**src/rtl/fetch_pkg.sv**
```systemverilog
// fetch_pkg: shared types and AXI constants for the instruction-fetch front end.
//   fetch_state_t  - fetch FSM state encoding
//   AXI_BURST_INCR - ARBURST encoding for incrementing bursts
//   AXI_RESP_OKAY  - RRESP encoding for a successful beat
package fetch_pkg;

    typedef enum logic [3:0] {
        S_IDLE,
        S_LOOKUP,
        S_CHECK,
        S_AR,
        S_RDATA,
        S_DRAIN,
        S_UNPACK,
        S_FAULT,
        S_HALT
    } fetch_state_t;

    localparam logic [1:0] AXI_BURST_INCR = 2'b01;
    localparam logic [1:0] AXI_RESP_OKAY  = 2'b00;

endpackage

```
**src/rtl/fetch_queue.sv**
```systemverilog
// fetch_queue: synchronous FIFO with flush.
//   clk, reset (async, active-low)
//   flush            - empty the queue; beats push and pop
//   push, push_data  - write when not full (no push-through when full)
//   pop, pop_data    - head shown combinationally; pop when not empty
//   full, empty      - occupancy flags
module fetch_queue #(
    parameter int unsigned WIDTH = 8,
    parameter int unsigned DEPTH = 4
) (
    input  logic             clk,
    input  logic             reset,
    input  logic             flush,
    input  logic             push,
    input  logic [WIDTH-1:0] push_data,
    input  logic             pop,
    output logic [WIDTH-1:0] pop_data,
    output logic             full,
    output logic             empty
);

    localparam int unsigned PTR_W = $clog2(DEPTH);
    localparam int unsigned CNT_W = PTR_W + 1;

    logic [WIDTH-1:0] mem [DEPTH];
    logic [PTR_W-1:0] wr_ptr;
    logic [PTR_W-1:0] rd_ptr;
    logic [CNT_W-1:0] count;
    logic             do_push;
    logic             do_pop;

    assign full     = (count == CNT_W'(DEPTH));
    assign empty    = (count == '0);
    assign do_push  = push && !full;
    assign do_pop   = pop && !empty;
    assign pop_data = mem[rd_ptr];

    always_ff @(posedge clk or negedge reset) begin
        if (!reset) begin
            wr_ptr <= '0;
            rd_ptr <= '0;
            count  <= '0;
        end else if (flush) begin
            wr_ptr <= '0;
            rd_ptr <= '0;
            count  <= '0;
        end else begin
            if (do_push) wr_ptr <= wr_ptr + PTR_W'(1);
            if (do_pop)  rd_ptr <= rd_ptr + PTR_W'(1);
            if (do_push && !do_pop)      count <= count + CNT_W'(1);
            else if (!do_push && do_pop) count <= count - CNT_W'(1);
        end
    end

    always_ff @(posedge clk) begin
        if (do_push && !flush) mem[wr_ptr] <= push_data;
    end

endmodule

```
**src/rtl/pipeline_fetch_burst.sv**
```systemverilog
// pipeline_fetch_burst: instruction-fetch front end.
//   redirect_valid/redirect_pc - flush and restart fetch at a new PC
//   cache_addr/cache_hit/cache_rdata - beat lookup (hit one cycle after addr)
//   cache_fill_*  - one cache write per good AXI read beat
//   m_axi_ar*/r*  - single outstanding INCR line refill
//   if_valid/if_ready/if_pc/if_instruction/if_fault - instruction queue head
module pipeline_fetch_burst
    import fetch_pkg::*;
#(
    parameter int unsigned          ADDR_WIDTH  = 64,
    parameter int unsigned          DATA_WIDTH  = 64,
    parameter int unsigned          INSTR_WIDTH = 32,
    parameter int unsigned          BURST_LEN   = 8,
    parameter int unsigned          FIFO_DEPTH  = 4,
    parameter int unsigned          ID_WIDTH    = 13,
    parameter logic [ID_WIDTH-1:0]  FETCH_ID    = '0,
    parameter logic [ADDR_WIDTH-1:0] RESET_PC   = '0
) (
    input  logic                   clk,
    input  logic                   reset,
    input  logic                   redirect_valid,
    input  logic [ADDR_WIDTH-1:0]  redirect_pc,
    output logic [ADDR_WIDTH-1:0]  cache_addr,
    input  logic                   cache_hit,
    input  logic [DATA_WIDTH-1:0]  cache_rdata,
    output logic                   cache_fill_valid,
    output logic [ADDR_WIDTH-1:0]  cache_fill_addr,
    output logic [DATA_WIDTH-1:0]  cache_fill_data,
    output logic                   cache_fill_last,
    output logic [ID_WIDTH-1:0]    m_axi_arid,
    output logic [ADDR_WIDTH-1:0]  m_axi_araddr,
    output logic [7:0]             m_axi_arlen,
    output logic [2:0]             m_axi_arsize,
    output logic [1:0]             m_axi_arburst,
    output logic                   m_axi_arvalid,
    input  logic                   m_axi_arready,
    input  logic [DATA_WIDTH-1:0]  m_axi_rdata,
    input  logic [1:0]             m_axi_rresp,
    input  logic                   m_axi_rlast,
    input  logic                   m_axi_rvalid,
    output logic                   m_axi_rready,
    output logic                   if_valid,
    input  logic                   if_ready,
    output logic [ADDR_WIDTH-1:0]  if_pc,
    output logic [INSTR_WIDTH-1:0] if_instruction,
    output logic                   if_fault
);

    localparam int unsigned IPB         = DATA_WIDTH / INSTR_WIDTH;
    localparam int unsigned BEAT_BYTES  = DATA_WIDTH / 8;
    localparam int unsigned INSTR_BYTES = INSTR_WIDTH / 8;
    localparam int unsigned BEAT_LSB    = $clog2(BEAT_BYTES);
    localparam int unsigned INSTR_LSB   = $clog2(INSTR_BYTES);
    localparam int unsigned SLOT_W      = (IPB > 1) ? $clog2(IPB) : 1;
    localparam int unsigned CNT_W       = (BURST_LEN > 1) ? $clog2(BURST_LEN) : 1;
    localparam logic [ADDR_WIDTH-1:0] BEAT_MASK = ADDR_WIDTH'(BEAT_BYTES - 1);
    localparam logic [ADDR_WIDTH-1:0] LINE_MASK = ADDR_WIDTH'(BURST_LEN * BEAT_BYTES - 1);

    typedef struct packed {
        logic [ADDR_WIDTH-1:0]  pc;
        logic [INSTR_WIDTH-1:0] instr;
        logic                   fault;
    } fetch_entry_t;

    fetch_state_t          state_q, state_d;
    logic [ADDR_WIDTH-1:0] pc_q, pc_d;
    logic [DATA_WIDTH-1:0] beat_q, beat_d;
    logic [ADDR_WIDTH-1:0] araddr_q, araddr_d;
    logic [CNT_W-1:0]      beat_cnt_q, beat_cnt_d;
    logic                  err_q, err_d;
    logic                  ar_redir_q, ar_redir_d;

    logic [IPB-1:0][INSTR_WIDTH-1:0] beat_slots;
    logic [SLOT_W-1:0]     slot;
    logic                  last_slot;
    logic [INSTR_WIDTH-1:0] beat_instr;
    logic                  beat_ok;
    logic                  push;
    logic                  flush;
    logic                  q_full;
    logic                  q_empty;
    fetch_entry_t          push_entry;
    fetch_entry_t          head;

    assign beat_slots = beat_q;
    assign slot       = pc_q[INSTR_LSB +: SLOT_W];
    assign last_slot  = (IPB == 1) || (slot == SLOT_W'(IPB - 1));
    assign beat_instr = (IPB > 1) ? beat_slots[slot] : beat_slots[0];
    assign beat_ok    = (m_axi_rresp == AXI_RESP_OKAY);

    assign cache_addr    = (state_q == S_IDLE) ? '0 : (pc_q & ~BEAT_MASK);
    assign m_axi_arid    = FETCH_ID;
    assign m_axi_araddr  = araddr_q;
    assign m_axi_arlen   = 8'(BURST_LEN - 1);
    assign m_axi_arsize  = 3'(BEAT_LSB);
    assign m_axi_arburst = AXI_BURST_INCR;
    assign m_axi_arvalid = (state_q == S_AR);
    assign m_axi_rready  = (state_q == S_RDATA) || (state_q == S_DRAIN);

    assign cache_fill_valid = m_axi_rready && m_axi_rvalid && beat_ok;
    assign cache_fill_addr  = cache_fill_valid ? (araddr_q + (ADDR_WIDTH'(beat_cnt_q) << BEAT_LSB)) : '0;
    assign cache_fill_data  = cache_fill_valid ? m_axi_rdata : '0;
    assign cache_fill_last  = cache_fill_valid && m_axi_rlast;

    assign if_valid       = !q_empty;
    assign if_pc          = q_empty ? '0 : head.pc;
    assign if_instruction = q_empty ? '0 : head.instr;
    assign if_fault       = !q_empty && head.fault;

    always_ff @(posedge clk or negedge reset) begin
        if (!reset) begin
            state_q    <= S_IDLE;
            pc_q       <= RESET_PC;
            beat_q     <= '0;
            araddr_q   <= '0;
            beat_cnt_q <= '0;
            err_q      <= 1'b0;
            ar_redir_q <= 1'b0;
        end else begin
            state_q    <= state_d;
            pc_q       <= pc_d;
            beat_q     <= beat_d;
            araddr_q   <= araddr_d;
            beat_cnt_q <= beat_cnt_d;
            err_q      <= err_d;
            ar_redir_q <= ar_redir_d;
        end
    end

    always_comb begin
        state_d    = state_q;
        pc_d       = pc_q;
        beat_d     = beat_q;
        araddr_d   = araddr_q;
        beat_cnt_d = beat_cnt_q;
        err_d      = err_q;
        ar_redir_d = ar_redir_q;
        push       = 1'b0;
        flush      = 1'b0;
        push_entry = '0;

        unique case (state_q)
            S_IDLE:   state_d = S_LOOKUP;
            S_LOOKUP: state_d = S_CHECK;
            S_CHECK: begin
                if (cache_hit) begin
                    beat_d  = cache_rdata;
                    state_d = S_UNPACK;
                end else begin
                    araddr_d   = pc_q & ~LINE_MASK;
                    beat_cnt_d = '0;
                    err_d      = 1'b0;
                    ar_redir_d = 1'b0;
                    state_d    = S_AR;
                end
            end
            S_AR: begin
                if (m_axi_arready) state_d = ar_redir_q ? S_DRAIN : S_RDATA;
            end
            S_RDATA: begin
                if (m_axi_rvalid) begin
                    beat_cnt_d = beat_cnt_q + CNT_W'(1);
                    if (!beat_ok) err_d = 1'b1;
                    if (m_axi_rlast) begin
                        beat_cnt_d = '0;
                        if (err_q || !beat_ok) begin
                            // A full queue defers the fault marker to S_FAULT.
                            push_entry = '{pc: pc_q, instr: '0, fault: 1'b1};
                            push       = !q_full;
                            state_d    = q_full ? S_FAULT : S_HALT;
                        end else begin
                            state_d = S_LOOKUP;
                        end
                    end
                end
            end
            S_DRAIN: begin
                if (m_axi_rvalid) begin
                    beat_cnt_d = beat_cnt_q + CNT_W'(1);
                    if (m_axi_rlast) begin
                        beat_cnt_d = '0;
                        state_d    = S_LOOKUP;
                    end
                end
            end
            S_UNPACK: begin
                if (!q_full) begin
                    push_entry = '{pc: pc_q, instr: beat_instr, fault: 1'b0};
                    push       = 1'b1;
                    pc_d       = pc_q + ADDR_WIDTH'(INSTR_BYTES);
                    if (last_slot) state_d = S_LOOKUP;
                end
            end
            S_FAULT: begin
                push_entry = '{pc: pc_q, instr: '0, fault: 1'b1};
                push       = !q_full;
                if (!q_full) state_d = S_HALT;
            end
            S_HALT:   state_d = S_HALT;
            default:  state_d = S_IDLE;
        endcase

        // Redirect overrides everything above except the AXI bookkeeping of
        // a burst in flight, which must still run to rlast.
        if (redirect_valid) begin
            flush  = 1'b1;
            push   = 1'b0;
            pc_d   = redirect_pc;
            beat_d = '0;
            unique case (state_q)
                S_AR: begin
                    ar_redir_d = 1'b1;
                    state_d    = m_axi_arready ? S_DRAIN : S_AR;
                end
                S_RDATA: state_d = (m_axi_rvalid && m_axi_rlast) ? S_LOOKUP : S_DRAIN;
                S_DRAIN: state_d = state_d;
                default: state_d = S_LOOKUP;
            endcase
        end
    end

    fetch_queue #(
        .WIDTH($bits(fetch_entry_t)),
        .DEPTH(FIFO_DEPTH)
    ) u_queue (
        .clk       (clk),
        .reset     (reset),
        .flush     (flush),
        .push      (push),
        .push_data (push_entry),
        .pop       (if_valid && if_ready),
        .pop_data  (head),
        .full      (q_full),
        .empty     (q_empty)
    );

endmodule
```
**config.mk**
```make
export PLATFORM = sky130hd
export DESIGN_NAME = pipeline_fetch_burst
export DESIGN_NICKNAME = d
export VERILOG_FILES = /design/src/rtl/fetch_pkg.sv /design/src/rtl/fetch_queue.sv /design/src/rtl/pipeline_fetch_burst.sv
export SDC_FILE = /design/constraint.sdc
export NUM_CORES = 1
export LEC_CHECK = 0
export BUFFER_PORTS_ARGS = -buffer_cell sky130_fd_sc_hd__buf_2
export CORE_MARGIN = 4
export CORE_UTILIZATION = 50
export DETAILED_ROUTE_END_ITERATION = 7
export HOLD_SLACK_MARGIN = 0.05
export PLACE_DENSITY_LB_ADDON = 0.1
export SLEW_MARGIN = 25
export SYNTH_ARGS = -nofsm -noshare
export SYNTH_HDL_FRONTEND = slang
export SYNTH_SLANG_ARGS = --single-unit
```
**constraint.sdc**
```tcl
create_clock -name clk -period 4.4 [get_ports clk]
set_input_delay 0.88 -clock clk [delete_from_list [all_inputs] [get_ports clk]]
set_output_delay 0.88 -clock clk [all_outputs]
set_load 0.01 [all_outputs]
```
==> results.sh, run 1 <==
export IMPL_status="finished, final reports clean"
export IMPL_vias=18470
export IMPL_drt_first_pass_iters=5
export IMPL_synth_xor_area_share_pct=1.081
export IMPL_routed_wl_um=82620
export IMPL_crit_required_ps=3520
export IMPL_yosys_area_share_adder_pct=0.3556
export IMPL_cts_setup_buffers=0
export IMPL_dieArea_um2=57250
export IMPL_maxCapViolCount=0
export IMPL_worstRegToRegCells=9
export IMPL_drive_gt1_share_pct=33.28
export IMPL_clkTransAtPathRegs_ps=60
export IMPL_start_util_pct=50.68
export IMPL_synthCells=2012
export IMPL_routedWlPerCell_um=25.26
export IMPL_startpoint_type="register"
export IMPL_synthSimpleGateAreaFrac_pct=16.36
export IMPL_die_x_um=239.3
export IMPL_synth_compound_area_share_pct=4.356
export IMPL_power_density_nw_per_um2=509.5
export IMPL_worstPathMaxFanout=104
export IMPL_clkLatencyLatePin_ps=630
export IMPL_grt_usage_pct=28.52
export IMPL_ys_warn_count=0
export IMPL_synth_top_flop_cell="edfxtp_1"
export IMPL_dp_hpwl_um=59950
export IMPL_r2r_start="u_queue.count[1]$_DFFE_PN0P_"
export IMPL_antenna_found_initial=40
export IMPL_worst_slack_ps=417.8
export IMPL_fp_dieH_um=239.3
export IMPL_worstHoldPathType="primary input to asynchronous set/reset pin"
export IMPL_cts_root_buffer="clkbuf_16"
export IMPL_leakage_nw=12.84
export IMPL_rrSetupSlack_ps=1400
export IMPL_cts_hold_buf=0
export IMPL_cts_inserted_buffers=58
export IMPL_gr_total_overflow=0
export IMPL_setup_viol=0
export IMPL_nNetsFinal=2721
export IMPL_std_cell_rows=84
export IMPL_reg2reg_to="u_queue.count[2]$_DFFE_PN0P_"
export IMPL_syn_area_um2=26740
export IMPL_cp_end_kind="output port"
export IMPL_cts_resized_gates=0
export IMPL_cts_max_path_buffers=3
export IMPL_drc_errors=0
export IMPL_worstMarginPinSlew_ps=962.6
export IMPL_core_um2=52760
export IMPL_port_buffers=547
export IMPL_io_pins=586
export IMPL_grt_pass1_vias=18080
export IMPL_vias_per_cell=5.645
export IMPL_ir_drop_mv=0.4331
export IMPL_synth_cell_types=60
export IMPL_synth_top_family_by_area="simple AND/OR/NAND/NOR gates"
export IMPL_htreeDepth=2
export IMPL_postRouteAntennaNets=0
export IMPL_clock_fmax_mhz=251.1
export IMPL_finalSetupTns_ps=0
export IMPL_grt_max_degree=105
export IMPL_finalHoldWorstSlack_ps=349.7
export IMPL_synthMuxAreaShare_pct=11.84
export IMPL_post_route_period_util_pct=90.50
export IMPL_synth_async_reset_ratio_pct=34.24
export IMPL_arrival_ps=3100
export IMPL_post_place_ws_ps=1026
export IMPL_ys_ff_latch=590
export IMPL_final_setup_skew_ps=16.46
export IMPL_rsz0062_at_grt="no"
export IMPL_finalHoldViolations=0
export IMPL_cts_sinks=590
export IMPL_synth_edf_count=388
export IMPL_drt_initial_drc_count=1577
export IMPL_p_total_mw=16.31
export IMPL_gp_congestion=0.8814
export IMPL_seq_area_frac_synth_pct=62.47
export IMPL_crit_type="register to output port"
export IMPL_layout_min_cycle_time_ps=3982
export IMPL_cts_tree="done"
export IMPL_synth_avg_cell_area_um2=13.29
export IMPL_drv_slew=0
export IMPL_grt_pass1_wl_um=120800
export IMPL_relSlewSlack_pct=35.82
export IMPL_area_delta_synth_final_pct=19.73
[flip-flops by register name, summed over array words and instances (netlist names)]
name,cells
u_queue.count,3
pc_q,64
m_axi_araddr,58
ar_redir_q,1
u_queue.mem,388
beat_cnt_q,3
u_queue.wr_ptr,2
beat_q,64
state_q,4
u_queue.rd_ptr,2
err_q,1
[cell families (layout without fill, tap and decap cells)]
logic type | count (synthesis) | count (layout)
AO/OA/AOI/OAI | 198 | 198
XOR/XNOR | 33 | 33
adder cells (fa/ha/maj) | 7 | 7
buffers and inverters | 191 | 703
flip-flops | 590 | 590
multiplexers | 188 | 188
other | 2 | 61
AND/OR/NAND/NOR | 803 | 803
[power by group]
group / total [mW] / switching (mW) / leakage, nW / internal (mW)
Clock: 4.92 / 2.11 / 0.926 / 2.80
Combinational: 4.37 / 2.49 / 5.71 / 1.87
Sequential: 7.03 / 0.589 / 6.20 / 6.44
Total: 16.3 / 5.20 / 12.8 / 11.1
[per-stage QoR]
step                std cells  cell area (um^2)  util (%)
CTS                      3248             31960     60.57
global placement         3140             30070     56.98
global route             3263             32000     60.64
floorplan                2048             26880         -
detailed placement       3140             30080     57.01
finish                   3271             32020     60.68
[worst max-delay path, cell delays in order, from the launching register on]
cell and delay, ps:
dfrtp_1 600, nand2b_1 290, nor2_1 300, nand2_1 130
nor3_4 420, buf_12 330, and2_1 190, buf_2 130
[routing by layer]
metal / up-vias / GRT usage [%] / wire (um)
met5: - / 0 / 27
met4: 4 / 9.147 / 2764
met3: 141 / 4.064 / 5067
met2: 712 / 45.49 / 40340
met1: 9350 / 41.16 / 34420
li1: 8258 / - / -
[cell usage after synthesis (45+ instances only)]
| master | instances | area share [%] |
|---|---|---|
| mux4_2 | 97 | 8.2 |
| nor2b_1 | 53 | 1.2 |
| nor2_1 | 96 | 1.3 |
| mux2_2 | 56 | 2.4 |
| dfrtp_1 | 202 | 19 |
| edfxtp_1 | 388 | 44 |
| nand2_1 | 196 | 2.8 |
| clkbuf_1 | 97 | 1.4 |
| and2_1 | 300 | 7.0 |
| o21ai_0 | 47 | 0.88 |
| buf_4 | 45 | 1.3 |
| a21oi_1 | 74 | 1.4 |
[how the worst max path moves through the flow]
stage               depth (start not counted)                           end  slack, ps            startpoint
finish                                      7           cache_fill_addr[36]        420  state_q[2]$_DFF_PN0_
global route                                7            cache_fill_data[6]        230  state_q[2]$_DFF_PN0_
CTS                                         7           cache_fill_addr[36]        450  state_q[2]$_DFF_PN0_
detailed placement                         12  u_queue.count[2]$_DFFE_PN0P_       1030        m_axi_rresp[1]
global placement                           12  u_queue.count[2]$_DFFE_PN0P_       1010        m_axi_rresp[1]
floorplan                                   5   u_queue.mem[0][0]$_DFFE_PP_        870        m_axi_rresp[1]
[cells in the final DEF (no fill, tap or decap), types with 16 or more instances in the layout]
master     netlist  final
buf_4           45     20
a31oi_1         33     33
xor2_1          20     20
o21ai_0         47     47
and2_1         300    295
nor2_1          96     95
nand4_1         28     28
nor2b_1         53     53
nand2_1        196    195
conb_1           2     38
dfrtp_1        202    199
mux4_2          97     97
or4_1           25     25
o31ai_1         24     24
diode_2          0     23
mux2i_1         35     35
buf_2           18    545
clkbuf_16        0     58
clkbuf_1        97     16
nand3_1         29     29
mux2_2          56     56
a21oi_1         74     73
edfxtp_1       388    388
[final cells by class]
class	count	area, um^2
Timing Repair Buffer	579	3152
Clock buffer	82	1622
Inverter	16	60.06
Tap cell	688	860.8
Antenna cell	23	57.56
Sequential cell	590	16710
Fill cell	4261	20740
Multi-Input combinational cell	1267	9289
Clock inverter	26	260.3
No activity file was read; power rests on OpenSTA's default activity.
==> inputs of run 2 (changes only) <==
--- a/constraint.sdc
+++ b/constraint.sdc
@@ -3,2 +3,2 @@
 set_output_delay 0.88 -clock clk [all_outputs]
-set_load 0.01 [all_outputs]
+set_load 0.1 [all_outputs]
==> run 2 against run 1 <==
  * Clock power decreased by 1%
  * Worst hold slack got worse by 170 ps
  * Non-clock buffer count increased by 5
  * Cell area about the same
  * Die area unchanged
  * Global-route usage decreased by 0.16 points
==> results.sh, run 2 (same netlist as run 1, synthesis figures left out) <==
export IMPL_status="finished, final reports clean"
export IMPL_cts_sinks=590
export IMPL_drive_gt1_share_pct=33.16
export IMPL_mostFrequentLayoutCells="buf_2 (545), edfxtp_1 (388), and2_1 (295)"
export IMPL_cts_max_path_buffers=3
export IMPL_met2_length_um=40810
export IMPL_final_setup_skew_ps=30.29
export IMPL_worstHoldPathType="primary input to asynchronous set/reset pin"
export IMPL_clkLatencyLatePin_ps=630
export IMPL_vias=18660
export IMPL_finalHoldViolations=0
export IMPL_cts_resized_gates=0
export IMPL_cts_setup_buffers=0
export IMPL_post_place_ws_ps=683.4
export IMPL_endpoint="cache_fill_addr[46]"
export IMPL_postRouteAntennaNets=0
export IMPL_antenna_found_initial=38
export IMPL_grt_pass1_wl_um=119800
export IMPL_regArea_um2=16710
export IMPL_fillCellCount=4284
export IMPL_clock_fmax_mhz=246.2
export IMPL_layout_min_cycle_time_ps=4062
export IMPL_rrSetupSlack_ps=1340
export IMPL_rsz0062_at_grt="no"
export IMPL_met3WireLength_um=5401
export IMPL_crit_start="state_q[2]$_DFF_PN0_"
export IMPL_area_delta_synth_final_pct=19.84
export IMPL_worstRegToRegCells=10
export IMPL_post_route_period_util_pct=92.31
export IMPL_grt_pass1_vias=18120
export IMPL_highest_layer="met5"
export IMPL_cts_tree="done"
export IMPL_placed_cell_area_um2=30110
export IMPL_arrival_ps=3180
export IMPL_dp_hpwl_um=59880
export IMPL_dieArea_um2=57250
export IMPL_drc_errors=0
export IMPL_largest_register="u_queue.mem"
export IMPL_relSlewSlack_pct=44.42
export IMPL_maxCapViolCount=0
export IMPL_grt_max_degree=128
export IMPL_leakage_nw=12.86
export IMPL_gp_congestion=0.9651
export IMPL_ir_drop_mv=0.8204
export IMPL_fp_dieH_um=239.3
export IMPL_reg_top3="u_queue.mem x388, beat_q x64, pc_q x64"
export IMPL_cts_root_buffer="clkbuf_16"
export IMPL_gr_total_overflow=0
export IMPL_crit_type="register to output port"
export IMPL_start_util_pct=50.68
export IMPL_htreeDepth=2
export IMPL_finalSetupTns_ps=0
export IMPL_crit_required_ps=3520
export IMPL_cp_end_kind="output port"
export IMPL_grt_usage_pct=28.37
export IMPL_std_cell_rows=84
export IMPL_nNetsFinal=2727
export IMPL_routedWlPerCell_um=25.37
export IMPL_routed_wl_um=83000
export IMPL_r2r_start="err_q$_DFFE_PN0P_"
export IMPL_cts_hold_buf=0
export IMPL_cts_inserted_buffers=59
export IMPL_worstMarginPinSlew_ps=833.7
export IMPL_power_density_nw_per_um2=733.3
export IMPL_die_x_um=239.3
export IMPL_vias_per_cell=5.703
export IMPL_clkTransAtPathRegs_ps=60
export IMPL_startpoint_type="register"
export IMPL_largest_reg_flops=388
export IMPL_drv_slew=0
export IMPL_setup_viol=0
export IMPL_worstPathMaxFanout=127
export IMPL_worst_slack_ps=338.5
export IMPL_utilization_pct=60.74
export IMPL_io_pins=586
export IMPL_port_buffers=547
export IMPL_drt_initial_drc_count=1477
export IMPL_final_common_cell="buf_2"
export IMPL_drt_first_pass_iters=5
export IMPL_reg2reg_to="u_queue.count[2]$_DFFE_PN0P_"
export IMPL_design_area_um2=32050
export IMPL_wl_met1_um=34200
export IMPL_multi_input_area_um2=9286
export IMPL_core_um2=52760
export IMPL_p_total_mw=23.50
[run 2: changes by cell type in the layout (fill, tap and decap cells not counted), sizes merged]
cell and change:
buf +6, clkinv +4, clkinvlp -1, clkbuf +1
diode -8, bufinv -1
[run 2: how the worst min path moves through the flow]
stage / slack [ps] / start / endpoint / depth (start not counted)
after floorplan: 470 / ar_redir_q$_DFF_PN0_ / ar_redir_q$_DFF_PN0_ / 1
after global placement: 490 / ar_redir_q$_DFF_PN0_ / ar_redir_q$_DFF_PN0_ / 1
after detailed placement: 500 / ar_redir_q$_DFF_PN0_ / ar_redir_q$_DFF_PN0_ / 1
after CTS: 350 / reset / beat_q[39]$_DFFE_PN0P_ / 1
after global routing: 190 / reset / beat_q[13]$_DFFE_PN0P_ / 1
final: 180 / reset / beat_q[7]$_DFFE_PN0P_ / 1
[run 2: metal layers]
| metal | global-route usage, % | vias up |
|---|---|---|
| li1 | - | 8270 |
| met1 | 40.41 | 9515 |
| met2 | 45.87 | 726 |
| met3 | 4.364 | 144 |
| met4 | 8.478 | 6 |
| met5 | 0 | - |
[run 2: report_power, final]
group	switching, mW	internal (mW)	total (mW)
logic	9.77	1.89	11.7
registers	0.542	6.44	6.98
clock network	2.09	2.76	4.85
[run 2: through the flow]
| stage | cells | hold slack (ps) |
|---|---|---|
| finish | 3272 | 184.5 |
| global route | 3269 | 185.7 |
| CTS | 3256 | 351.0 |
| detailed placement | 3144 | 496.9 |
| global placement | 3144 | 490.9 |
| floorplan | 2048 | 466.3 |
[run 2: worst max-delay path: stages, from the launching register on]
cell and delay, ps:
dfrtp_1 600, nand2b_1 310, nor2_2 290, nand2_1 130, nor3_4 160, buf_12 320
and2_1 200, buf_2 430
[run 2: layout make-up]
class | count | area share, %
inverter | 16 | 0.1874
timing repair buffer | 584 | 10.02
tap | 688 | 2.686
sequential | 590 | 52.16
clock buffer | 84 | 5.087
clock inverter | 28 | 0.7691
multi-input combinational | 1267 | 28.98
antenna | 15 | 0.1171
==> inputs of run 3 (changes only) <==
CORE_UTILIZATION = 55   (was 50)
clock period = 4.25 ns   (was 4.4 ns; I/O delays follow)
==> run 3 against run 2 <==
  * Non-clock buffer count down 5
  * Clock-buffer cell count rose by 9
  * Core utilization increased by 6.2 points
  * Clock skew about the same
  * Clock power rose by 3%
  * Critical path type unchanged
==> results.sh, run 3 (same netlist as run 1, synthesis figures left out) <==
export IMPL_status="finished, final reports clean"
export IMPL_seqPwrFrac_pct=29.7
export IMPL_post_place_ws_ps=811.1
export IMPL_gp_congestion=0.9304
export IMPL_start_util_pct=55.77
export IMPL_core_um2=47950
export IMPL_cp_cell_sequence="nand2b_1, nor2_2, nand2_1, nor3_4, buf_12, and2_1, buf_2"
export IMPL_post_route_period_util_pct=95.51
export IMPL_maxCapViolCount=0
export IMPL_routed_wl_um=83810
export IMPL_cts_tree="done"
export IMPL_grt_max_degree=114
export IMPL_switching_share_pct=52.78
export IMPL_port_buffers=547
export IMPL_drt_first_pass_iters=5
export IMPL_p_total_mw=24.38
export IMPL_drc_errors=0
export IMPL_dieArea_um2=52210
export IMPL_die_x_um=228.5
export IMPL_p_int_mw=11.51
export IMPL_finalHoldViolations=0
export IMPL_clock_fmax_mhz=246.4
export IMPL_std_cell_rows=80
export IMPL_grt_usage_pct=31.46
export IMPL_postRouteAntennaNets=0
export IMPL_worstMarginPinSlew_ps=914.0
export IMPL_largest_register="u_queue.mem"
export IMPL_vias=18840
export IMPL_area_delta_synth_final_pct=20.02
export IMPL_cpPeakStageDelay_ps=590
export IMPL_cp_end_kind="output port"
export IMPL_grt_pass1_wl_um=122800
export IMPL_gr_total_overflow=0
export IMPL_nNetsFinal=2721
export IMPL_drv_slew=0
export IMPL_mostFrequentLayoutCells="buf_2 (466), edfxtp_1 (388), and2_1 (295)"
export IMPL_worstRegToRegCells=8
export IMPL_ir_drop_mv=0.9843
export IMPL_final_common_cell="buf_2"
export IMPL_combPwrFrac_pct=49.7
export IMPL_cts_root_buffer="clkbuf_16"
export IMPL_reg2reg_to="u_queue.count[2]$_DFFE_PN0P_"
export IMPL_layout_min_cycle_time_ps=4059
export IMPL_fp_dieH_um=228.5
export IMPL_arrival_ps=3210
export IMPL_vias_per_cell=5.895
export IMPL_utilization_pct=66.94
export IMPL_rrSetupSlack_ps=1290
export IMPL_cpMaxStageDelayCell="dfrtp_1"
export IMPL_startpoint_type="register"
export IMPL_largest_reg_flops=388
export IMPL_grt_pass1_vias=18580
export IMPL_worstHoldPathType="primary input to asynchronous set/reset pin"
export IMPL_reg_top3="u_queue.mem x388, beat_q x64, pc_q x64"
export IMPL_io_pins=586
export IMPL_worst_slack_ps=191.0
export IMPL_design_area_um2=32090
export IMPL_r2r_start="u_queue.count[1]$_DFFE_PN0P_"
export IMPL_clkPwrFrac_pct=20.5
export IMPL_crit_type="register to output port"
export IMPL_relSlewSlack_pct=39.07
export IMPL_cts_max_path_buffers=3
export IMPL_antenna_found_initial=36
export IMPL_clkTransAtPathRegs_ps=60
export IMPL_clkLatencyLatePin_ps=620
export IMPL_setup_viol=0
export IMPL_drt_initial_drc_count=2054
export IMPL_rsz0062_at_grt="no"
export IMPL_dp_hpwl_um=60250
export IMPL_leakage_nw=12.74
export IMPL_routedWlPerCell_um=26.22
export IMPL_placed_cell_area_um2=30030
export IMPL_layout_cells_non_filler=3196
export IMPL_dp_cells=3067
export IMPL_power_density_nw_per_um2=759.7
export IMPL_cts_hold_buf=0
export IMPL_crit_required_ps=3400
export IMPL_finalSetupTns_ps=0
export IMPL_final_setup_skew_ps=29.92
export IMPL_cts_sinks=590
export IMPL_drive_gt1_share_pct=32.72
export IMPL_worstPathMaxFanout=113
export IMPL_switching_power_mw=12.87
export IMPL_htreeDepth=2
export IMPL_finalHoldWorstSlack_ps=263.0
export IMPL_cts_inserted_buffers=58
-- run 3: cell types whose count changed in the layout (fill, tap and decap cells not counted), moves of 3 or more --
cell	change
clkbuf_1	+12
clkbuf_8	-3
clkinv_1	-6
buf_12	+3
clkinv_2	-4
diode_2	+5
clkbuf_4	+74
buf_2	-79
-- run 3: critical path: cells and delay by family, from the launching register on --
kind / cells / cell delay, ps
DFF: 1 / 590
buffers and inverters: 2 / 750
and+or+nand+nor: 5 / 1180
-- run 3: how the worst max path moves through the flow --
stage,from,to,slack [ps],cells after the start
floorplan,state_q[3]$_DFF_PN0_,cache_fill_data[54],40,6
global placement,m_axi_rresp[1],u_queue.count[2]$_DFFE_PN0P_,810,11
detailed placement,m_axi_rresp[1],u_queue.count[2]$_DFFE_PN0P_,810,11
CTS,state_q[2]$_DFF_PN0_,cache_fill_addr[59],180,7
global route,state_q[2]$_DFF_PN0_,cache_fill_data[30],0.3,7
finish,state_q[2]$_DFF_PN0_,cache_fill_addr[26],190,7
-- run 3: cell type report --
| type | instances | area (um^2) |
|---|---|---|
| antenna | 20 | 50.05 |
| clock buffer | 93 | 1634 |
| clock inverter | 16 | 196.4 |
| fill | 3588 | 15850 |
| inverter | 16 | 61.31 |
| multi-input combinational | 1267 | 9280 |
| sequential | 590 | 16710 |
| tap | 615 | 769.5 |
| timing repair buffer | 579 | 3388 |
-- run 3: layer usage --
metal	routed length [um]	vias up	part of all wire, %	track usage, %
met5	8	-	0.0095	0
met4	3699	2	4.4	13.13
met3	6151	165	7.3	5.010
met2	39380	915	47	48.70
met1	34570	9518	41	45.06
li1	-	8240	-	-
-- run 3: power by group through the flow --
stage | combinational [mW] | sequential [mW] | clock (mW)
6_report | 12.1 | 7.25 | 5.01
5_1_grt | 12.5 | 7.30 | 5.34
4_1_cts | 12.2 | 7.23 | 5.07
3_5_place_dp | 12.2 | 7.34 | 0
3_3_place_gp | 12.1 | 7.32 | 0
2_1_floorplan | 8.19 | 9.06 | 0
-- run 3: what timing repair did --
item                       in CTS  in global routing
setup endpoints to repair       0                 74
buffers inserted                0                  0
resized for setup               0                 74
